--- config.mk ---
export PLATFORM = sky130hd
export DESIGN_NAME = mod_tick_gen
export DESIGN_NICKNAME = d
export VERILOG_FILES = /design/src/rtl/mod_tick_gen_pkg.sv /design/src/rtl/mod_tick_ch.sv /design/src/rtl/mod_tick_gen.sv
export SDC_FILE = /design/constraint.sdc
export NUM_CORES = 1
export LEC_CHECK = 0
export ABC_AREA = 1
export CORE_MARGIN = 2
export CORE_UTILIZATION = 47
export CTS_CLUSTER_SIZE = 24
export DETAILED_ROUTE_END_ITERATION = 8
export PLACE_DENSITY = 0.73
export SLEW_MARGIN = 20
export SYNTH_ARGS = -nofsm -noshare
export SYNTH_HDL_FRONTEND = slang
export SYNTH_SLANG_ARGS = --single-unit
--- constraint.sdc ---
create_clock -name Clk -period 1.9 [get_ports Clk]
set_input_delay 0.38 -clock Clk [delete_from_list [all_inputs] [get_ports Clk]]
set_output_delay 0.38 -clock Clk [all_outputs]
set_load 0.005 [all_outputs]
--- src/rtl/mod_tick_gen_pkg.sv ---
// Shared constants for the multi-channel tick generator: table geometry, the
// production and bench divisor tables, and the per-cycle channel action encoding.
package mod_tick_gen_pkg;

  localparam int MTG_CNT_W   = 29;
  localparam int MTG_LVL_W   = 4;
  localparam int MTG_NUM_LVL = 2 ** MTG_LVL_W;

  // Half-period-1 at 100 MHz, entry[15] first: 16,14,12,10,9..4,3,2.5,2,1.5,1,0.5 Hz
  localparam logic [MTG_NUM_LVL*MTG_CNT_W-1:0] MTG_DEF_TABLE = {
    29'd3124999,  29'd3571428,  29'd4166666,  29'd4999999,
    29'd5555555,  29'd6249999,  29'd7142856,  29'd8333332,
    29'd9999999,  29'd12499999, 29'd16666666, 29'd19999999,
    29'd24999999, 29'd33333332, 29'd49999999, 29'd99999999
  };

  // Short divisors for simulation: lvl0=3, lvl1=1, lvl2=0, all others 5
  localparam logic [MTG_NUM_LVL*MTG_CNT_W-1:0] MTG_TB_TABLE = {
    {13{29'd5}}, 29'd0, 29'd1, 29'd3
  };

  typedef enum logic [1:0] {
    ACT_COUNT   = 2'd0,
    ACT_TOGGLE  = 2'd1,
    ACT_HOLD    = 2'd2,
    ACT_RESTART = 2'd3
  } ch_act_e;

endpackage

--- src/rtl/mod_tick_ch.sv ---
// One divider channel: input level register, half-period counter, square output,
// tick/ack pulses and the boundary-aligned (or legacy restart) divisor switch.
module mod_tick_ch
  import mod_tick_gen_pkg::*;
#(
  parameter int             CNT_W   = MTG_CNT_W,
  parameter int             LVL_W   = MTG_LVL_W,
  parameter bit             SYNC_SW = 1'b1,
  parameter logic [CNT_W-1:0] RST_DIV = '0
) (
  input  logic             clk,
  input  logic             rst_n,
  input  logic [LVL_W-1:0] lvl_i,
  input  logic             restart_i,
  input  logic             pause_i,
  input  logic [CNT_W-1:0] pend_div_i,
  output logic [LVL_W-1:0] lvl_q_o,
  output logic             clk_o,
  output logic             tick_o,
  output logic             ack_o,
  output logic [LVL_W-1:0] cur_lvl_o
);

  logic [LVL_W-1:0] lvl_q;
  logic [LVL_W-1:0] cur_lvl_q, cur_lvl_d;
  logic [CNT_W-1:0] cnt_q, cnt_d;
  logic [CNT_W-1:0] div_q, div_d;
  logic             sq_q, sq_d;
  logic             tick_q, tick_d;
  logic             ack_q, ack_d;
  logic             lvl_diff;
  ch_act_e          act;

  assign lvl_diff = (lvl_q != cur_lvl_q);

  // Restart beats pause beats counting; legacy mode treats any level change as restart.
  always_comb begin
    act = ACT_COUNT;
    if (restart_i || (!SYNC_SW && lvl_diff)) act = ACT_RESTART;
    else if (pause_i)                         act = ACT_HOLD;
    else if (cnt_q == div_q)                  act = ACT_TOGGLE;
  end

  always_comb begin
    // NOTE: every next-state signal gets a hold/idle default first, so no path infers a latch.
    cnt_d     = cnt_q;
    div_d     = div_q;
    cur_lvl_d = cur_lvl_q;
    sq_d      = sq_q;
    tick_d    = 1'b0;
    ack_d     = 1'b0;
    case (act)
      ACT_RESTART: begin
        cnt_d     = '0;
        sq_d      = 1'b0;
        div_d     = pend_div_i;
        cur_lvl_d = lvl_q;
        ack_d     = lvl_diff;
      end
      ACT_HOLD: begin
      end
      ACT_TOGGLE: begin
        cnt_d  = '0;
        sq_d   = ~sq_q;
        tick_d = 1'b1;
        if (SYNC_SW && lvl_diff) begin
          div_d     = pend_div_i;
          cur_lvl_d = lvl_q;
          ack_d     = 1'b1;
        end
      end
      ACT_COUNT: begin
        cnt_d = cnt_q + CNT_W'(1);
      end
    endcase
  end

  // NOTE: reset is synchronous (sampled on the clock edge), and state updates use <= only.
  always_ff @(posedge clk) begin
    if (!rst_n) begin
      lvl_q     <= '0;
      cur_lvl_q <= '0;
      cnt_q     <= '0;
      div_q     <= RST_DIV;
      sq_q      <= 1'b0;
      tick_q    <= 1'b0;
      ack_q     <= 1'b0;
    end else begin
      lvl_q     <= lvl_i;
      cur_lvl_q <= cur_lvl_d;
      cnt_q     <= cnt_d;
      div_q     <= div_d;
      sq_q      <= sq_d;
      tick_q    <= tick_d;
      ack_q     <= ack_d;
    end
  end

  assign lvl_q_o   = lvl_q;
  assign clk_o     = sq_q;
  assign tick_o    = tick_q;
  assign ack_o     = ack_q;
  assign cur_lvl_o = cur_lvl_q;

endmodule

--- src/rtl/mod_tick_gen.sv ---
// Multi-channel level-selectable tick generator: slices ports per channel and
// looks up each channel's pending divisor from the shared table.
module mod_tick_gen
  import mod_tick_gen_pkg::*;
#(
  parameter int NUM_CH = 2,
  parameter int CNT_W  = MTG_CNT_W,
  parameter int LVL_W  = MTG_LVL_W,
  parameter logic [(2**LVL_W)*CNT_W-1:0] DIV_TABLE = MTG_DEF_TABLE,
  parameter bit SYNC_SW = 1'b1
) (
  input  logic                    Clk,
  input  logic                    Rst,
  input  logic [NUM_CH*LVL_W-1:0] In,
  input  logic [NUM_CH-1:0]       Restart,
  input  logic [NUM_CH-1:0]       Pause,
  output logic [NUM_CH-1:0]       ClkOut,
  output logic [NUM_CH-1:0]       Tick,
  output logic [NUM_CH-1:0]       LvlAck,
  output logic [NUM_CH*LVL_W-1:0] CurLvl
);

  for (genvar c = 0; c < NUM_CH; c++) begin : g_ch
    logic [LVL_W-1:0] lvl_q;
    logic [CNT_W-1:0] pend_div;

    assign pend_div = DIV_TABLE[lvl_q*CNT_W +: CNT_W];

    mod_tick_ch #(
      .CNT_W   (CNT_W),
      .LVL_W   (LVL_W),
      .SYNC_SW (SYNC_SW),
      .RST_DIV (DIV_TABLE[CNT_W-1:0])
    ) u_ch (
      .clk        (Clk),
      .rst_n      (Rst),
      .lvl_i      (In[c*LVL_W +: LVL_W]),
      .restart_i  (Restart[c]),
      .pause_i    (Pause[c]),
      .pend_div_i (pend_div),
      .lvl_q_o    (lvl_q),
      .clk_o      (ClkOut[c]),
      .tick_o     (Tick[c]),
      .ack_o      (LvlAck[c]),
      .cur_lvl_o  (CurLvl[c*LVL_W +: LVL_W])
    );
  end

endmodule

==> out/summary.txt <==
Outcome: finished clean
Post-synthesis sequential area ratio: 32.1%
Initial DRC count: 751
Overflow after GRT: 0
Root Buffer: clkbuf_16
Final wirelength: 23.5 mm
Maximum VDD drop: 0.618 mV
Clock-pin slew on the worst setup and hold paths: 0.06 ns
Core Rows: 48
TritonCTS clock tree: yes
# setup viols final: 0
Initial antenna violation count: 0
DP HPWL: 16.8 mm
Via count: 8746
Max Cap Viol: 0
Starting Density: 48.2%
DRC errors left: 0
Io pins: 28
Total track usage: 25.3%
Worst-Skew Late Latency: 0.42 ns
Drt pass-1 iters: 5
PnR worst setup slack: 0.0835 ns
Period Utilization, post-route: 95.6%
Fraction of registers with async set/reset: 0%
Setup CP Type: register to register
Syn-to-layout area delta: 21.3%
Most common cell in the netlist: nand2_1
Pre-CTS setup slack: -0.318 ns
Slew Viols, Final: 0
Fmax: 0.551 GHz
Slew @ Worst Pin: 0.494 ns
Die height: 137 um
CP dominant cell by count: nand2_1
Die width: 137 um
Hold Buf Count CTS: 0
Number of flops mapped to enable cells by yosys: 0
Worst EP required: 2.22 ns
Design area: 0.0101 sq mm
Avg Cell Area, Syn: 6.06 sq um
Worst Hold Class: input pin to register
Leak: 4.42 nW
Synth unique cells: 38
CP top delay family: simple AND/OR/NAND/NOR gates
Vias in the first global route: 7795
FILL cells: 1591
Synth Cell Area: 0.00837 sq mm
Core area: 0.0174 sq mm
Detailed-route wire length per cell: 14.0 um
DP Area: 0.00929 sq mm
Layout Nets: 1474
Ys flop type: dfxtp_1
Dominant cell type by area after synthesis: dfxtp_1
FF-to-FF setup slack: 0.08 ns
Post-synth top area share: 32.1%
Setup crit end kind: register
N_diodes: 0
Clock Path Buffers: 2
# H-tree levels: 4
CP max stage delay: 0.38 ns
Post-route ant nets: 0
Number of vias per cell: 5.21
Largest net degree at the start of global routing: 79
Min cycle time layout: 1.82 ns
Final Hold Viols: 0
GP Congestion: 0.933
Power Density: 703 mW/mm^2
RSZ-0062 raised after global routing: true
Num CTS Buffers: 17
#FFs+latches synth: 134
I/O Buffers: 27
Most area-consuming cells after synthesis: dfxtp_1 (32%), nand2_1 (20%), nand3_1 (8.7%)
Fraction of layout cells with a size suffix above 1: 13.8%
Slowest CP cell: dfxtp_4
WP buf/inv: 2
Sink Count: 134
CP Data Arrival Time: 2.13 ns
Slew headroom: 67.0%
Mapped Cells: 1381
Yosys warns: 0
Cells along the critical path: inv_1 -> nand2_1 -> nand2_1 -> nor2_1 -> nand2_1 -> nor2_1 -> nand2_1 -> nor2_4 -> nand3_4 -> nand2_8 -> buf_6 -> nand2_1 -> nand2_1 -> nor2_1
Total die area: 0.0189 sq mm
First-pass GRT wire length: 37.8 mm
Syn nets: 1411
Most common library cells after synthesis: nand2_1 (440), nor2_1 (157), inv_1 (154)
Crit-path max FO: 11
Startpoint Class: register
Clock Skew: 0.00718 ns
[through the flow]
stage / setup TNS [ns] / power [mW] / utilization (%) / std cells / hold slack, ns
4_1_cts: 0 / 7.10 / 56.9 / 1675 / 0.436
6_report: 0 / 7.13 / 58.4 / 1680 / 0.452
3_5_place_dp: -19.24 / 3.89 / 53.5 / 1645 / 0.467
5_1_grt: -0.304 / 7.40 / 58.4 / 1680 / 0.471
2_1_floorplan: 0 / 3.61 / - / 1381 / 0.439
3_3_place_gp: -11.76 / 3.88 / 53.5 / 1645 / 0.462
[where the power goes]
part,leakage [nW],internal [mW],switching (mW)
Clock,0.277,2.01,1.24
Sequential,1.11,2.91,0.108
Combinational,3.03,0.364,0.493
Total,4.42,5.29,1.84
[state kept, by name, summed over array words and instances (netlist names)]
signal / cells
g_ch.u_ch.cur_lvl_o: 8
g_ch.u_ch.div_q: 54
g_ch.u_ch.ack_o: 2
g_ch.u_ch.clk_o: 2
g_ch.u_ch.cnt_q: 58
g_ch.u_ch.lvl_q_o: 8
g_ch.u_ch.tick_o: 2
[cell usage in the layout (no fill, tap or decap), types with 12 or more instances in the layout]
cell,n
nand2_1,435
inv_1,149
nor2_1,146
nand3_1,146
dfxtp_1,94
a21oi_1,80
buf_4,69
o21ai_0,50
nor3_1,33
dfxtp_2,31
clkdlybuf4s50_1,26
xnor2_1,23
clkbuf_16,21
ha_1,16
xor2_1,15
inv_2,13
nand4_1,12
[worst register-to-register path: cells and delay by family (launching register included)]
| kind | cells | cell delay, ns |
|---|---|---|
| flip-flops | 1 | 0.38 |
| buffers and inverters | 2 | 0.18 |
| AND/OR/NAND/NOR | 12 | 1.15 |
[timing repair]
item / CTS / global route
setup endpoints to repair: 3 / 86
pin swaps: 0 / 17
resized for setup: 3 / 78
setup buffers: 0 / 1
cloned: 0 / 4
[per-layer routing]
layer	GRT usage, %	vias to the layer above	wire, um	share of wire (%)
met1	36.5	3980	11400	49
li1	-	4480	-	-
met3	4.53	33	1460	6.2
met5	0	-	0	0
met4	8.42	0	370	1.6
met2	37.8	253	10200	44
[layout make-up]
| type | instances | area, sq um | share of cell area (%) |
|---|---|---|---|
| clock buffers | 21 | 470 | 4.64 |
| clock inverters | 9 | 103 | 1.01 |
| inverters | 163 | 612 | 6.03 |
| multi-input cells | 1014 | 4810 | 47.4 |
| flip-flops and latches | 134 | 2760 | 27.2 |
| well taps | 225 | 282 | 2.78 |
| repair buffers | 114 | 1110 | 11.0 |
[kinds of logic after synthesis]
kind of cell,Yosys count,synth area share [%]
and+or+nand+nor,812,40.8
adders and majority gates,16,2.39
xor gates and xnor gates,38,3.98
AOI/OAI and AO/OA,148,9.41
buffers and inverters,233,11.4
DFF,134,32.1
[path summary, 6_finish.rpt]
kind	startpoint	depth (start not counted)	to
max	g_ch[1].u_ch.div_q[23]	14	g_ch[1].u_ch.div_q[12]
min	Rst	3	g_ch[0].u_ch.div_q[13]
max reg2reg	g_ch[1].u_ch.div_q[23]	14	g_ch[1].u_ch.div_q[12]
min reg2reg	g_ch[0].u_ch.clk_o	2	g_ch[0].u_ch.clk_o
Note: power is estimated with default switching activity, not from simulation.
